`config.mk`:
```
export PLATFORM = sky130hd
export DESIGN_NAME = ram_fifo_ctrl
export DESIGN_NICKNAME = d
export VERILOG_FILES = /design/src/rtl/ram_fifo_pkg.sv /design/src/rtl/ram_fifo_ptr.sv /design/src/rtl/ram_fifo_ctrl.sv
export SDC_FILE = /design/constraint.sdc
export NUM_CORES = 1
export LEC_CHECK = 0
export CAP_MARGIN = 20
export CELL_PAD_IN_SITES_DETAIL_PLACEMENT = 1
export CELL_PAD_IN_SITES_GLOBAL_PLACEMENT = 2
export CORE_MARGIN = 2
export CORE_UTILIZATION = 30
export CTS_CLUSTER_SIZE = 20
export DETAILED_ROUTE_END_ITERATION = 12
export DONT_BUFFER_PORTS = 1
export PLACE_DENSITY_LB_ADDON = 0.1
export SETUP_SLACK_MARGIN = 0.5
export SYNTH_ARGS = -nofsm -noshare
export SYNTH_HDL_FRONTEND = slang
export SYNTH_SLANG_ARGS = --single-unit
```
`constraint.sdc`:
```
create_clock -name clk -period 3.44 [get_ports clk]
set_input_delay 0.516 -clock clk [delete_from_list [all_inputs] [get_ports clk]]
set_output_delay 0.516 -clock clk [all_outputs]
set_load 0.02 [all_outputs]
```
`src/rtl/ram_fifo_pkg.sv`:
```
// Shared constants for the RAM-backed FIFO controller.
// Holds the default word/address widths and the depth and pointer-width
// derivations, so the controller and the RAM instantiation agree on sizes.
package ram_fifo_pkg;

    localparam int DATA_WIDTH_DEF = 8;
    localparam int ADDR_WIDTH_DEF = 8;

    // RAM depth for a given address width.
    function automatic int fifo_depth(input int addr_width);
        return 1 << addr_width;
    endfunction

    // Pointers carry one extra wrap bit above the RAM address.
    function automatic int ptr_width(input int addr_width);
        return addr_width + 1;
    endfunction

endpackage

```
`src/rtl/ram_fifo_ptr.sv`:
```
// Wrap-bit FIFO pointer.
// The low bits address the RAM; the MSB toggles on every wrap so that
// full and empty can be told apart when the address bits match.
// Ports:
//   clk    - clock, rising edge
//   rst    - asynchronous active-low reset, clears the pointer to 0
//   i_inc  - advance the pointer by one at the next edge
//   o_ptr  - current pointer value
module ram_fifo_ptr #(
    parameter int PTR_WIDTH = 9
) (
    input  logic                 clk,
    input  logic                 rst,
    input  logic                 i_inc,
    output logic [PTR_WIDTH-1:0] o_ptr
);

    logic [PTR_WIDTH-1:0] r_ptr;

    always_ff @(posedge clk or negedge rst) begin
        if (!rst) begin
            r_ptr <= '0;
        end else if (i_inc) begin
            r_ptr <= r_ptr + PTR_WIDTH'(1);
        end
    end

    assign o_ptr = r_ptr;

endmodule

```
`src/rtl/ram_fifo_ctrl.sv`:
```
// Valid/ready FIFO controller in front of an asynchronous-read RAM.
// Producer words are written straight into the RAM; the RAM is drained
// into a single registered output word for the consumer. Total capacity
// is DEPTH words in RAM plus one in the output register.
// Ports:
//   clk, rst                         - clock, async active-low reset
//   in_data/in_valid/in_ready        - producer stream
//   out_data/out_valid/out_ready     - consumer stream (out_data registered)
//   ram_write/ram_write_addr/ram_data_in - RAM write port
//   ram_read_addr/ram_data_out       - RAM async read port
//   count/full/empty                 - RAM occupancy and status
module ram_fifo_ctrl
    import ram_fifo_pkg::*;
#(
    parameter int DATA_WIDTH = DATA_WIDTH_DEF,
    parameter int ADDR_WIDTH = ADDR_WIDTH_DEF
) (
    input  logic                  clk,
    input  logic                  rst,
    input  logic [DATA_WIDTH-1:0] in_data,
    input  logic                  in_valid,
    output logic                  in_ready,
    output logic [DATA_WIDTH-1:0] out_data,
    output logic                  out_valid,
    input  logic                  out_ready,
    output logic                  ram_write,
    output logic [ADDR_WIDTH-1:0] ram_write_addr,
    output logic [DATA_WIDTH-1:0] ram_data_in,
    output logic [ADDR_WIDTH-1:0] ram_read_addr,
    input  logic [DATA_WIDTH-1:0] ram_data_out,
    output logic [ADDR_WIDTH:0]   count,
    output logic                  full,
    output logic                  empty
);

    localparam int PTR_W = ptr_width(ADDR_WIDTH);
    localparam int DEPTH = fifo_depth(ADDR_WIDTH);
    localparam logic [PTR_W-1:0] DEPTH_P = PTR_W'(DEPTH);

    logic [PTR_W-1:0]      w_wptr;
    logic [PTR_W-1:0]      w_rptr;
    logic [PTR_W-1:0]      w_count;
    logic                  w_full;
    logic                  w_accept;
    logic                  w_load;
    logic                  r_out_valid;
    logic [DATA_WIDTH-1:0] r_out_data;

    ram_fifo_ptr #(.PTR_WIDTH(PTR_W)) u_wptr (
        .clk   (clk),
        .rst   (rst),
        .i_inc (w_accept),
        .o_ptr (w_wptr)
    );

    ram_fifo_ptr #(.PTR_WIDTH(PTR_W)) u_rptr (
        .clk   (clk),
        .rst   (rst),
        .i_inc (w_load),
        .o_ptr (w_rptr)
    );

    // Modulo subtraction; the wrap bit makes DEPTH distinguishable from 0.
    assign w_count = w_wptr - w_rptr;
    assign w_full  = (w_count == DEPTH_P);

    // in_ready depends only on registered pointers and reset, so a pop
    // frees the slot for the following cycle, never the current one.
    assign in_ready = rst && !w_full;
    assign w_accept = in_valid && in_ready;

    // Load from RAM whenever a word is stored and the output register is
    // empty or being consumed. Uses pre-edge rptr/RAM, so a word written
    // this cycle can never be loaded in the same cycle.
    assign w_load = (w_count != '0) && (!r_out_valid || out_ready);

    always_ff @(posedge clk or negedge rst) begin
        if (!rst) begin
            r_out_valid <= 1'b0;
            r_out_data  <= '0;
        end else if (w_load) begin
            r_out_valid <= 1'b1;
            r_out_data  <= ram_data_out;
        end else if (r_out_valid && out_ready) begin
            r_out_valid <= 1'b0;
        end
    end

    assign ram_write      = w_accept;
    assign ram_write_addr = w_wptr[ADDR_WIDTH-1:0];
    assign ram_data_in    = in_data;
    assign ram_read_addr  = w_rptr[ADDR_WIDTH-1:0];

    assign out_valid = r_out_valid;
    assign out_data  = r_out_data;
    assign count     = w_count;
    assign full      = w_full;
    assign empty     = (w_count == '0) && !r_out_valid;

endmodule

```
Word level (Yosys, flattened, before mapping):

Cells that the tools add are included.

* flip-flop bits (word level): 27
* latch bits: 0
* RAM bits: 0
* bits in read-only memories: 0
* bits of input ports: 20
* output and inout bits: 46
* word-level logic and storage cells: 21
* memories: 0

* $add $sub $neg: 3
* multiply operators: 0
* div/mod/pow operators: 0
* $lt $le $gt $ge: 0
* eq/ne operators: 1
* shifts and indexed selects: 0
* muxes and demuxes: 2
* bitwise logic cells: 0
* reductions and logical operators: 11

Operator list (number)
* adder 9 x 1 -> 9 bit (second input constant): 2
* == test 9 bit (second input constant): 1
* zero test 9 bit: 1
* nonzero test 9 bit: 1
* subtractor 9 bit: 1
* logical AND 1 bit: 5
* zero test 1 bit: 2
* 2-to-1 mux 1 bit: 2
* nonzero test 2 bit: 1
* logical OR 1 bit: 1

Longest topological paths before layout:

* depth after elaboration: 5
* depth in mapped cells: 11
* gate-level depth less buffers: 10

By module:

From an unflattened synthesis, not the netlist that was laid out.

* cell total of the unflattened synthesis: 159
* area, all modules: 1760.4 µm²

By module, submodules not included
* ram_fifo_ctrl: instances 1, cells each 101, area each 984.7 µm², seq. area each 225.2 µm²
* ram_fifo_ptr: instances 2, cells each 29, area each 387.9 µm², seq. area each 225.2 µm²

Worst setup path before layout:

No wires, ideal clock.

* kind: reg-to-output
* from: register u_wptr.r_ptr[0], in the netlist u_wptr.o_ptr[0]
* to: output port empty
* data arrival time: 2829 ps
* data required time: 2924 ps
* slack: 95 ps
* cell stages (with the launch flop): 11
* path buffers: 1
* cell sequence: dfrtp_1 inv_1 ha_1 fa_1 nand2b_1 a21oi_2 a31oi_2 xor2_2 inv_2 buf_2 nor4_1

* cells in the longest elaborated chain, start to end: 3

Ends and longest elaborated chain
* start: declaration: RTL line ram_fifo_ptr.sv:18 `logic [PTR_WIDTH-1:0] r_ptr;`
* start signal: assignment: RTL line ram_fifo_ptr.sv:24 `r_ptr <= r_ptr + PTR_WIDTH'(1);`
* subtractor 9 bit: RTL line ram_fifo_ctrl.sv:64 `assign w_count = w_wptr - w_rptr;`
* named net count[8]: RTL line ram_fifo_ctrl.sv:31 `output logic [ADDR_WIDTH:0] count,`
* zero test 9 bit: RTL line ram_fifo_ctrl.sv:98 `assign empty = (w_count == '0) && !r_out_valid;`
* logical AND 1 bit: RTL line ram_fifo_ctrl.sv:98
* end: declaration: RTL line ram_fifo_ctrl.sv:33 `output logic empty`

The timed path passes the listed nets, and every way through them passes these cells.

Final worst setup path:

* from: register u_rptr.r_ptr[6], in the netlist u_rptr.o_ptr[6]
* to: output port empty

* cells in the longest elaborated chain, start to end: 3

Ends and longest elaborated chain (RTL line)
* start: declaration: ram_fifo_ptr.sv:18
* start signal: assignment: ram_fifo_ptr.sv:24
* subtractor 9 bit: ram_fifo_ctrl.sv:64
* zero test 9 bit: ram_fifo_ctrl.sv:98
* logical AND 1 bit: ram_fifo_ctrl.sv:98

No other way between the ends.

==> results.json <==
{
  "cp-start-kind": "flip-flop",
  "ys_top_cells_by_area": "dfrtp_1 (31%), buf_4 (8.3%), ha_1 (5.8%)",
  "clock_sinks": 27,
  "wire_per_inst_um": 20.4,
  "grt_pass1_vias": 1868,
  "ys_async_sr_fraction": 1.00,
  "critPathRequiredTime_ps": 2920,
  "yosysSeqAreaShare": 0.311,
  "drv_cap": 0,
  "hold_path.class": "in2async",
  "drc": 0,
  "cp_max_fo": 8,
  "arrival_ps": 2670,
  "path_class": "reg2out",
  "die_h_um": 89.1,
  "vias": 1751,
  "fin_crit_sh": 0.926,
  "yosysMostFrequentCell": "dfrtp_1",
  "cts_htree_levels": 1,
  "fin_worst_skew_ps": 5.58,
  "syn-cell-area_um2": 2170,
  "numCtsBuffers": 3,
  "row_count": 31,
  "syn_inst": 220,
  "cts_root_buffer": "clkbuf_8",
  "vias_per_cell": 5.34,
  "fmax_mhz": 314,
  "outcome": "finished, final reports clean",
  "antennaDiodeCount": 0,
  "fin_setup_tns_ps": 0,
  "grt_pass1_wl_um": 10300,
  "ys_warn_count": 0,
  "cts_buffer_depth": 2,
  "gp_congestion": 0.771,
  "synth_edf_count": 0,
  "synthesis.nets": 251,
  "drt-total-wl_um": 6690,
  "gr-usage-all-layers": 0.172,
  "placedCellCount": 308,
  "setup_slack_ps": 254,
  "port-buffer-count": 0,
  "stdcell_count": 328,
  "firstDrtPassIters": 4,
  "fin_crit_ps": 3190,
  "dp_slack_ps": 345,
  "initial_core_util": 0.304,
  "drtAntennaViolNets": 0,
  "cts_tree": "yes",
  "worstSkewPairLatency_ps": 290,
  "clk_pin_slew_ps": 110,
  "gr-total-overflow": 0,
  "fin_hold_ws_ps": 34.7,
  "drive_above_1_share": 0.415,
  "nNetsFinal": 261,
  "rsz0062_at_grt": "yes",
  "core_um2": 7140,
  "relSlewSlack": 0.644,
  "synth.avg_cell_area_um2": 9.87,
  "end_kind": "primary output",
  "num_io_pins": 66,
  "synth_top_cell_by_area": "dfrtp_1",
  "die-area_um2": 7940,
  "drt_iter0_markers": 51,
  "hpwl_um": 4820,
  "finalHoldViolCount": 0,
  "yosys-top-cells-count": "dfrtp_1 (27), buf_4 (24), inv_1 (15)",
  "dieWidth_um": 89.1,
  "ys.flop_type": "dfrtp_1",
  "worstMarginPinSlew_ps": 530,
  "antenna_found_initial": 0,
  "finalSetupViolCount": 0,
  "synth_cell_types": 54,
  "finalMaxSlewViolations": 0,
  "ys_ff_latch": 27,
  "grt_max_degree": 28,
  "yosysTopAreaCellShare": 0.311,
  "area_growth_syn_to_layout_pct": 26.4
}
cells by family after synthesis:
family,share of synthesized area
compound gates,0.259
xor+xnor,0.0559
fa+ha+maj,0.0668
buf+inv,0.119
flops,0.311
mux,0.0582
simple gates,0.131
critical path, stage by stage (launching register included):
cell and delay [ps]:
dfrtp_1 400, inv_1 80, ha_2 320, a21o_1 210
or4_1 400, o22a_2 240, a21o_4 270, nor4_4 270
buf_4 180
stage by stage:
| step | util | instance area, um2 |
|---|---|---|
| floorplan | - | 2240 |
| global placement | 0.320 | 2280 |
| detailed placement | 0.320 | 2280 |
| CTS | 0.368 | 2630 |
| global route | 0.385 | 2750 |
| finish | 0.385 | 2750 |
path summary, 6_finish.rpt:
path / startpoint / end / slack [ps] / depth (start not counted)
worst max register to register: u_wptr.o_ptr[0] / out_data[7] / 490 / 13
worst min-delay path: rst / u_wptr.o_ptr[7] / 30 / 1
worst min register to register: u_rptr.o_ptr[6] / u_rptr.o_ptr[6] / 630 / 2
max in group asynchronous: rst / u_rptr.o_ptr[1] / 3220 / 1
worst max-delay path: u_rptr.o_ptr[6] / empty / 250 / 8
min in group clk: ram_data_out[5] / out_data[5] / 370 / 1
cells in the final DEF, fill, tap and decap left out, drive strengths merged, types with 2 or more instances in the layout:
master,instances
a21o,5
o21ai,10
nand2,7
xor2,3
xnor2,10
nor2b,3
inv,16
and2,4
nand2b,3
nor4,8
o31a,5
a31oi,4
nand4,3
nand3,3
a211oi,3
or2,2
ha,10
a211o,2
a21oi,13
mux2,10
nor3,3
dfrtp,27
buf,31
nor2,5
clkbuf,4
and3,3
o311ai,15
registers in the layout (all words and copies together), names as in the netlist:
name	cells
u_wptr.o_ptr	9
out_data	8
u_rptr.o_ptr	9
out_valid	1
layer usage:
layer	track usage	wire length, um	up-vias
met3	0.0397	382	6
met5	0	0	-
met1	0.216	2700	872
met4	0.0475	80	0
li1	-	-	818
met2	0.297	3530	55
layout make-up:
class	count	area, um2
clock buffers	3	41.3
clock inverters	1	7.51
fillers	831	4390
inverters	16	76.3
multi-input cells	149	1500
flip-flops and latches	27	682
well taps	99	124
repair buffers	32	310
repair inverters	1	6.26
timing repair:
action                                  CTS  global route
cloned                                    1             1
setup buffers                            12             1
gates resized for setup                  34            19
pin swaps                                10             4
endpoints found under the setup margin   15            22
hold buffers                              1             0
hold endpoints to repair                 27             0
Power is not shown: default switching activity piles up to over one toggle a cycle in this logic, so the estimate is an artifact.
